--- src/rtl/btn_pkg.sv ---
// Shared types and constants for push-button / switch conditioning.
package btn_pkg;

  typedef enum logic [1:0] {
    IdleLo,
    WaitHi,
    IdleHi,
    WaitLo
  } btn_state_t;

  // 10 ms of stable input at 100 MHz.
  localparam int unsigned DEBOUNCE_CYCLES_DFLT = 1000000;

  // Short qualification window so simulations stay fast.
  localparam int unsigned DEBOUNCE_SIM = 4;

endpackage

--- src/rtl/sync_chain.sv ---
// Synchronous-reset flop shift register for bringing an asynchronous pin into the clk domain.
module sync_chain #(
  parameter int unsigned STAGES = 2
) (
  input  logic clk,
  input  logic rstn,
  input  logic d,
  output logic q
);

  if (STAGES < 2) begin : gen_bad_stages
    $error("sync_chain: STAGES must be at least 2");
  end

  logic [STAGES-1:0] ff_q;

  always_ff @(posedge clk) begin
    if (!rstn) begin
      ff_q <= '0;
    end else begin
      ff_q <= {ff_q[STAGES-2:0], d};
    end
  end

  assign q = ff_q[STAGES-1];

endmodule

--- src/rtl/btn_debounce_pulse.sv ---
// Button/switch front end: synchroniser, stable-count debounce FSM, level and edge pulses.
module btn_debounce_pulse
  import btn_pkg::*;
#(
  parameter int unsigned SYNC_STAGES     = 2,
  parameter int unsigned DEBOUNCE_CYCLES = DEBOUNCE_CYCLES_DFLT
) (
  input  logic clk,
  input  logic rstn,
  input  logic btn_in,
  output logic btn_level,
  output logic btn_rise,
  output logic btn_fall,
  output logic busy
);

  localparam int unsigned CNT_W = $clog2(DEBOUNCE_CYCLES);
  localparam logic [CNT_W-1:0] CNT_LAST = CNT_W'(DEBOUNCE_CYCLES - 1);
  localparam logic [CNT_W-1:0] CNT_ONE  = CNT_W'(1);

  if (SYNC_STAGES < 2 || SYNC_STAGES > 4) begin : gen_bad_sync
    $error("btn_debounce_pulse: SYNC_STAGES must be in 2..4");
  end
  if (DEBOUNCE_CYCLES < 2) begin : gen_bad_debounce
    $error("btn_debounce_pulse: DEBOUNCE_CYCLES must be at least 2");
  end

  logic s;

  sync_chain #(
    .STAGES(SYNC_STAGES)
  ) u_sync (
    .clk (clk),
    .rstn(rstn),
    .d   (btn_in),
    .q   (s)
  );

  btn_state_t       state_q;
  logic [CNT_W-1:0] cnt_q;
  logic             level_q;
  logic             rise_q;
  logic             fall_q;
  logic             busy_q;

  // cnt_q holds the number of consecutive candidate samples seen so far in a WAIT state.
  always_ff @(posedge clk) begin
    if (!rstn) begin
      state_q <= IdleLo;
      cnt_q   <= '0;
      level_q <= 1'b0;
      rise_q  <= 1'b0;
      fall_q  <= 1'b0;
      busy_q  <= 1'b0;
    end else begin
      rise_q <= 1'b0;
      fall_q <= 1'b0;
      unique case (state_q)
        IdleLo: begin
          if (s) begin
            state_q <= WaitHi;
            cnt_q   <= CNT_ONE;
            busy_q  <= 1'b1;
          end else begin
            cnt_q <= '0;
          end
        end
        WaitHi: begin
          if (!s) begin
            state_q <= IdleLo;
            cnt_q   <= '0;
            busy_q  <= 1'b0;
          end else if (cnt_q == CNT_LAST) begin
            state_q <= IdleHi;
            cnt_q   <= '0;
            busy_q  <= 1'b0;
            level_q <= 1'b1;
            rise_q  <= 1'b1;
          end else begin
            cnt_q <= cnt_q + CNT_ONE;
          end
        end
        IdleHi: begin
          if (!s) begin
            state_q <= WaitLo;
            cnt_q   <= CNT_ONE;
            busy_q  <= 1'b1;
          end else begin
            cnt_q <= '0;
          end
        end
        WaitLo: begin
          if (s) begin
            state_q <= IdleHi;
            cnt_q   <= '0;
            busy_q  <= 1'b0;
          end else if (cnt_q == CNT_LAST) begin
            state_q <= IdleLo;
            cnt_q   <= '0;
            busy_q  <= 1'b0;
            level_q <= 1'b0;
            fall_q  <= 1'b1;
          end else begin
            cnt_q <= cnt_q + CNT_ONE;
          end
        end
      endcase
    end
  end

  assign btn_level = level_q;
  assign btn_rise  = rise_q;
  assign btn_fall  = fall_q;
  assign busy      = busy_q;

endmodule

--- config.mk ---
export PLATFORM = sky130hd
export DESIGN_NAME = btn_debounce_pulse
export DESIGN_NICKNAME = d
export VERILOG_FILES = /design/src/rtl/btn_pkg.sv /design/src/rtl/sync_chain.sv /design/src/rtl/btn_debounce_pulse.sv
export SDC_FILE = /design/constraint.sdc
export NUM_CORES = 1
export LEC_CHECK = 0
export ABC_AREA = 1
export CORE_MARGIN = 3
export CORE_UTILIZATION = 30
export CTS_CLUSTER_DIAMETER = 60
export DETAILED_ROUTE_END_ITERATION = 10
export GPL_ROUTABILITY_DRIVEN = 0
export PLACE_DENSITY = 0.55
export SETUP_SLACK_MARGIN = 0.5
export SLEW_MARGIN = 0
export SYNTH_ARGS = -nofsm -noshare
export SYNTH_HDL_FRONTEND = slang
export SYNTH_SLANG_ARGS = --single-unit
--- constraint.sdc ---
create_clock -name clk -period 1.5 [get_ports clk]
set_input_delay 0.225 -clock clk [delete_from_list [all_inputs] [get_ports clk]]
set_output_delay 0.225 -clock clk [all_outputs]
set_load 0.005 [all_outputs]
# Word-level counts from Yosys, hierarchy flattened
# Index checks and enable logic that the tools add are counted.
totals:
  mem_bits_ro: 0
  memories: 0
  ram_bits: 0
  out_inout_bits: 4
  input_bits: 3
  word_cells: 54
  latch_bits: 0
  regBits: 28
classes:
  n_addsub: 1
  div_mod_pow: 0
  shifts: 0
  n_mul: 0
  n_mux: 25
  eq_ne: 12
  order_cmp: 0
  n_bitwise: 2
  n_reduce_logical: 7
ops:
  columns: ["op", "count"]
  rows:
  - ["$pmux W20 S4", 1]
  - ["$mux W20", 3]
  - ["$add A20 B1 Y20 const B", 1]
  - ["$eq A20 B20 Y1 const B", 1]
  - ["$mux W1", 12]
  - ["$mux W2", 6]
  - ["$ne A2 B2 Y1 const B", 4]
  - ["$pmux W2 S4", 1]
  - ["$reduce_and A5 Y1", 1]
  - ["$eq A2 B2 Y1 const B", 2]
  - ["$ne A2 B1 Y1 const B", 2]
  - ["$pmux W1 S4", 1]
  - ["$reduce_and A4 Y1", 1]
  - ["$ne A3 B2 Y1 const B", 1]
  - ["$ne A3 B3 Y1 const B", 1]
  - ["$reduce_and A3 Y1", 1]
  - ["$reduce_or A3 Y1", 1]
  - ["$eq A2 B1 Y1 const B", 1]
  - ["$logic_not A2 Y1", 1]
  - ["$not A1 Y1", 2]
  - ["$pmux W1 S2", 1]
  - ["$reduce_and A2 Y1", 1]
  - ["$reduce_bool A2 Y1", 1]

# Logic depth before layout (Yosys ltp)
depth:
  depth_word: 4
  ltp_mapped: 9
  depth_no_buf: 9

# Hierarchy
# Synthesis repeated with hierarchy kept, for this count alone.
hier_totals:
  cells_unflattened: 201
  hier_area_um2: 1446.4
modules_own_cells:
  columns: ["mod", "cells_each", "area_per_inst_um2", "seq_area_each_um2", "n_inst"]
  rows:
  - ["btn_debounce_pulse", 195, 1391.3, 520.5, 1]
  - ["sync_chain", 6, 55.1, 40.0, 1]

# Worst setup path before layout
# OpenSTA, ideal clock, no wires.
synth_path:
  kind: "register to register"
  startpoint: "register cnt_q[0]"
  endpoint: "register cnt_q[8]"
  required_time_ps: 1382
  synth_period_minus_slack_ps: 1459
  stages_incl_launch_ff: 10
  arrival_time_ps: 1341
  setup_slack_ps: 41
  n_path_buf: 1
  setup_ps: 118
  cell_sequence: "dfxtp_1 -> ha_1 -> nand2_2 -> nor2_4 -> nand3_2 -> nor2_4 -> nor2_4 -> nand2_4 -> buf_6 -> nor2_1"
synth_via:
  elab_chain_len: 4
  word_cells_on_any_way: 6
  cone_classes: "add/sub: 1; eq/ne: 1; mux: 4"
synth_lines:
  columns: ["item", "line", "text"]
  rows:
  - ["start: declaration", "btn_debounce_pulse.sv:40", "logic [CNT_W-1:0] cnt_q;"]
  - ["start signal: assignment", "btn_debounce_pulse.sv:80", "cnt_q <= cnt_q + CNT_ONE;"]
  - ["start signal: assignment", "btn_debounce_pulse.sv:104", "cnt_q <= cnt_q + CNT_ONE;"]
  - ["$add A20 B1 Y20 or $eq A20 B20 Y1 (tied branches)", null, null]
  - ["$mux W20 *", "btn_debounce_pulse.sv:73, btn_debounce_pulse.sv:97", null]
  - ["$mux W20 (on tied branches)", "btn_debounce_pulse.sv:93, btn_debounce_pulse.sv:69", null]
  - ["$pmux W20 S4 *", "btn_debounce_pulse.sv:58", "unique case (state_q)"]
# Every way passes the cells marked *; elsewhere a longest branch is shown, timed or not.
# A chain may end at the register's enable or synchronous reset.

# Final worst setup path
layout_path:
  startpoint: "register u_sync.ff_q[1]"
  endpoint: "register cnt_q[7]"
layout_via:
  elab_chain_len: 2
  word_cells_on_any_way: 3
  cone_classes: "mux: 3"
layout_lines:
  columns: ["item", "line", "text"]
  rows:
  - ["start: declaration", "sync_chain.sv:15", "logic [STAGES-1:0] ff_q;"]
  - ["start signal: assignment", "sync_chain.sv:21", "ff_q <= {ff_q[STAGES-2:0], d};"]
  - ["$mux W20 (on tied branches)", "btn_debounce_pulse.sv:93, btn_debounce_pulse.sv:69", null]
  - ["$pmux W20 S4 *", "btn_debounce_pulse.sv:58", null]
# Marks and branches as above.

==> reports/metrics.yaml <==
p_comb_frac: 0.028
hold_violations: 0
finish.net_count: 252
row_count: 24
cts_buffers: 3
endpoint_kind: "flip-flop"
cts_tree: "yes"
totalWireLength_um: 3500
crit_top_cell: "nor2_1"
ios: 7
top_layer: "met4"
cp_num_buf_inv: 2
syn_area_per_cell_um2: 6.60
tightestPinTransition_ns: 0.259
grt_max_degree: 17
synth-edff-count: 0
cp_max_fo: 7
dp_hpwl_um: 2470
synth_top_area_cell: "dfxtp_1"
r2r-start: "u_sync.ff_q[1]"
layout_common_cells: "nand2_1, nor2_1, buf_4, inv_1, dfxtp_2"
grt_pass1_wl_um: 5950
rrSetupSlack_ns: 0.16
drt_iter0_markers: 151
slowest_stage: "dfxtp_2"
setup_tns_ns: 0
track_usage: 0.136
cts_buffer_depth: 2
via_per_inst: 4.66
htreeDepth: 1
ir_drop_mv: 0.539
drv_slew: 0
core_area_um2: 4470
async_flop_share: 0
path_cells: "inv_2 > nor2_2 > nor2_1 > nor2_1 > inv_1 > nor2_4 > nand2_4 > nor2_1"
period_needed_ns: 1.34
final.setup_skew_ns: 0.00339
final_area_um2: 1970
synth_cells: 216
clkSinkCount: 28
start_util: 0.319
netlist.area_leader.share: 0.393
slew-limit-headroom: 0.826
clk_latency_ns: 0.28
n_antenna_cell: 0
p_leak_uw: 0.000743
die_w_um: 75.0
grt_pass1_vias: 1299
syn2layout_area_growth_pct: 38.2
dp_cells: 278
cp-startpoint: "u_sync.ff_q[1]"
wl_met1_um: 1700
crit_family: "simple AND/OR/NAND/NOR gates"
synth_area_leaders: "dfxtp_1, nand2_1, nor2_1"
min_path_type: "reg2reg"
dpl-instance-area_um2: 1610
max_stage_delay_ns: 0.37
grt_setup_unrepaired: "yes"
vias: 1393
power.internal_uw: 1120
wl_met2_um: 1620
die_h_um: 75.0
switching_share: 0.193
clockPowerShare: 0.433
power.net_switching_uw: 267
drive_gt1_frac: 0.405
setup_viol: 0
ys_seq_elements: 28
layoutNonFillerInstCount: 299
routedWlPerCell_um: 11.7
min_from: "u_sync.ff_q[0]"
antenna_found_initial: 0
layout_commonest_cell: "nand2_1"
arrival_ns: 1.55
finalCritPeriodShare: 0.891
drc_errors: 0
drv_cap: 0
root_buffer: "clkbuf_8"
synth_cell_types: 22
powerDensity_nw_per_um2: 703
ant_nets: 0
syn_area_um2: 1430
critical_path_class: "reg2reg"
ys_seq_area_frac: 0.393
start_kind: "flip-flop"
dieArea_um2: 5620
synth_flop_cell: "dfxtp_1"
dr_wl_met3_um: 143
grt-ovfl-total: 0
p_seq_frac: 0.539
cts.hold.buffers_added: 0
status: "finished clean"
numPortBuffers: 6
syn_nets: 220
clock.fmax_mhz: 748
first_pass_iters: 4
yosysWarnings: 0
critPathRequiredTime_ns: 1.72
clk_pin_slew_ns: 0.10
[path summary, 6_finish.rpt]
kind / cells after the start / end
min reg2reg: 2 / u_sync.ff_q[1]
max reg2reg: 8 / cnt_q[7]
max: 8 / cnt_q[7]
min: 2 / u_sync.ff_q[1]
[registers in the layout (all words and copies together), names as in the netlist, named ones only]
signal and flops:
busy 1, btn_rise 1, cnt_q 20, state_q 1, btn_fall 1, u_sync.ff_q 2
btn_level 1
[cells by family after synthesis]
family	after synthesis	share of synthesized area
buf+inv	30	0.0851
flops	28	0.393
xor+xnor	8	0.0491
fa+ha+maj	1	0.00877
compound gates	13	0.0474
simple gates	136	0.417
[synth_stat cells (2+ instances only)]
| master | n |
|---|---|
| xnor2_1 | 2 |
| a21oi_1 | 3 |
| nor2_4 | 3 |
| nand2_1 | 55 |
| o21ai_0 | 8 |
| nand4_1 | 5 |
| nand3_2 | 2 |
| dfxtp_1 | 28 |
| inv_1 | 27 |
| nor2_1 | 53 |
| nand3_1 | 12 |
| xor2_1 | 6 |
| nor2_2 | 3 |
[worst reg2reg max path, delay by kind of cell (launching register included)]
| kind | cells | cell delay (ns) |
|---|---|---|
| DFF | 1 | 0.37 |
| buffers and inverters | 2 | 0.14 |
| and+or+nand+nor | 6 | 0.78 |
[metal layers]
layer / GRT usage / up-vias
li1: - / 730
met1: 0.192 / 625
met2: 0.207 / 34
met3: 0.0280 / 4
met4: 0.0455 / 0
met5: 0 / -
[power groups by stage]
stage                     Sequential [uW]  Clock [uW]  Combinational [uW]
after floorplan                       769           0                14.4
after global placement                769           0                30.9
after detailed placement              769           0                31.0
after CTS                             748         631                37.7
after global routing                  748         651                42.9
final                                 747         600                39.2
[through the flow]
step            util  power (uW)  setup slack, ns  hold WS [ns]
6_report       0.441        1390            0.163         0.416
5_1_grt        0.441        1440           0.0431         0.437
3_3_place_gp   0.360         800           0.0284         0.398
3_5_place_dp   0.360         800           0.0548         0.401
2_1_floorplan      -         784            0.144         0.323
4_1_cts        0.420        1420            0.148         0.422
[what timing repair did]
| item | CTS | global route |
|---|---|---|
| resized for setup | 62 | 30 |
| pin swaps | 21 | 16 |
| buffers inserted | 14 | 2 |
| setup endpoints to repair | 30 | 26 |
| gates cloned | 1 | 0 |
[cell type report]
class | count | area [um2]
clock inverters | 1 | 30.0
multi-input cells | 159 | 916
inverters | 27 | 101
well taps | 52 | 65.1
flip-flops and latches | 28 | 594
repair buffers | 29 | 224
clock buffers | 3 | 41.3
fillers | 451 | 2500
Note: power is estimated with default switching activity, not from simulation.
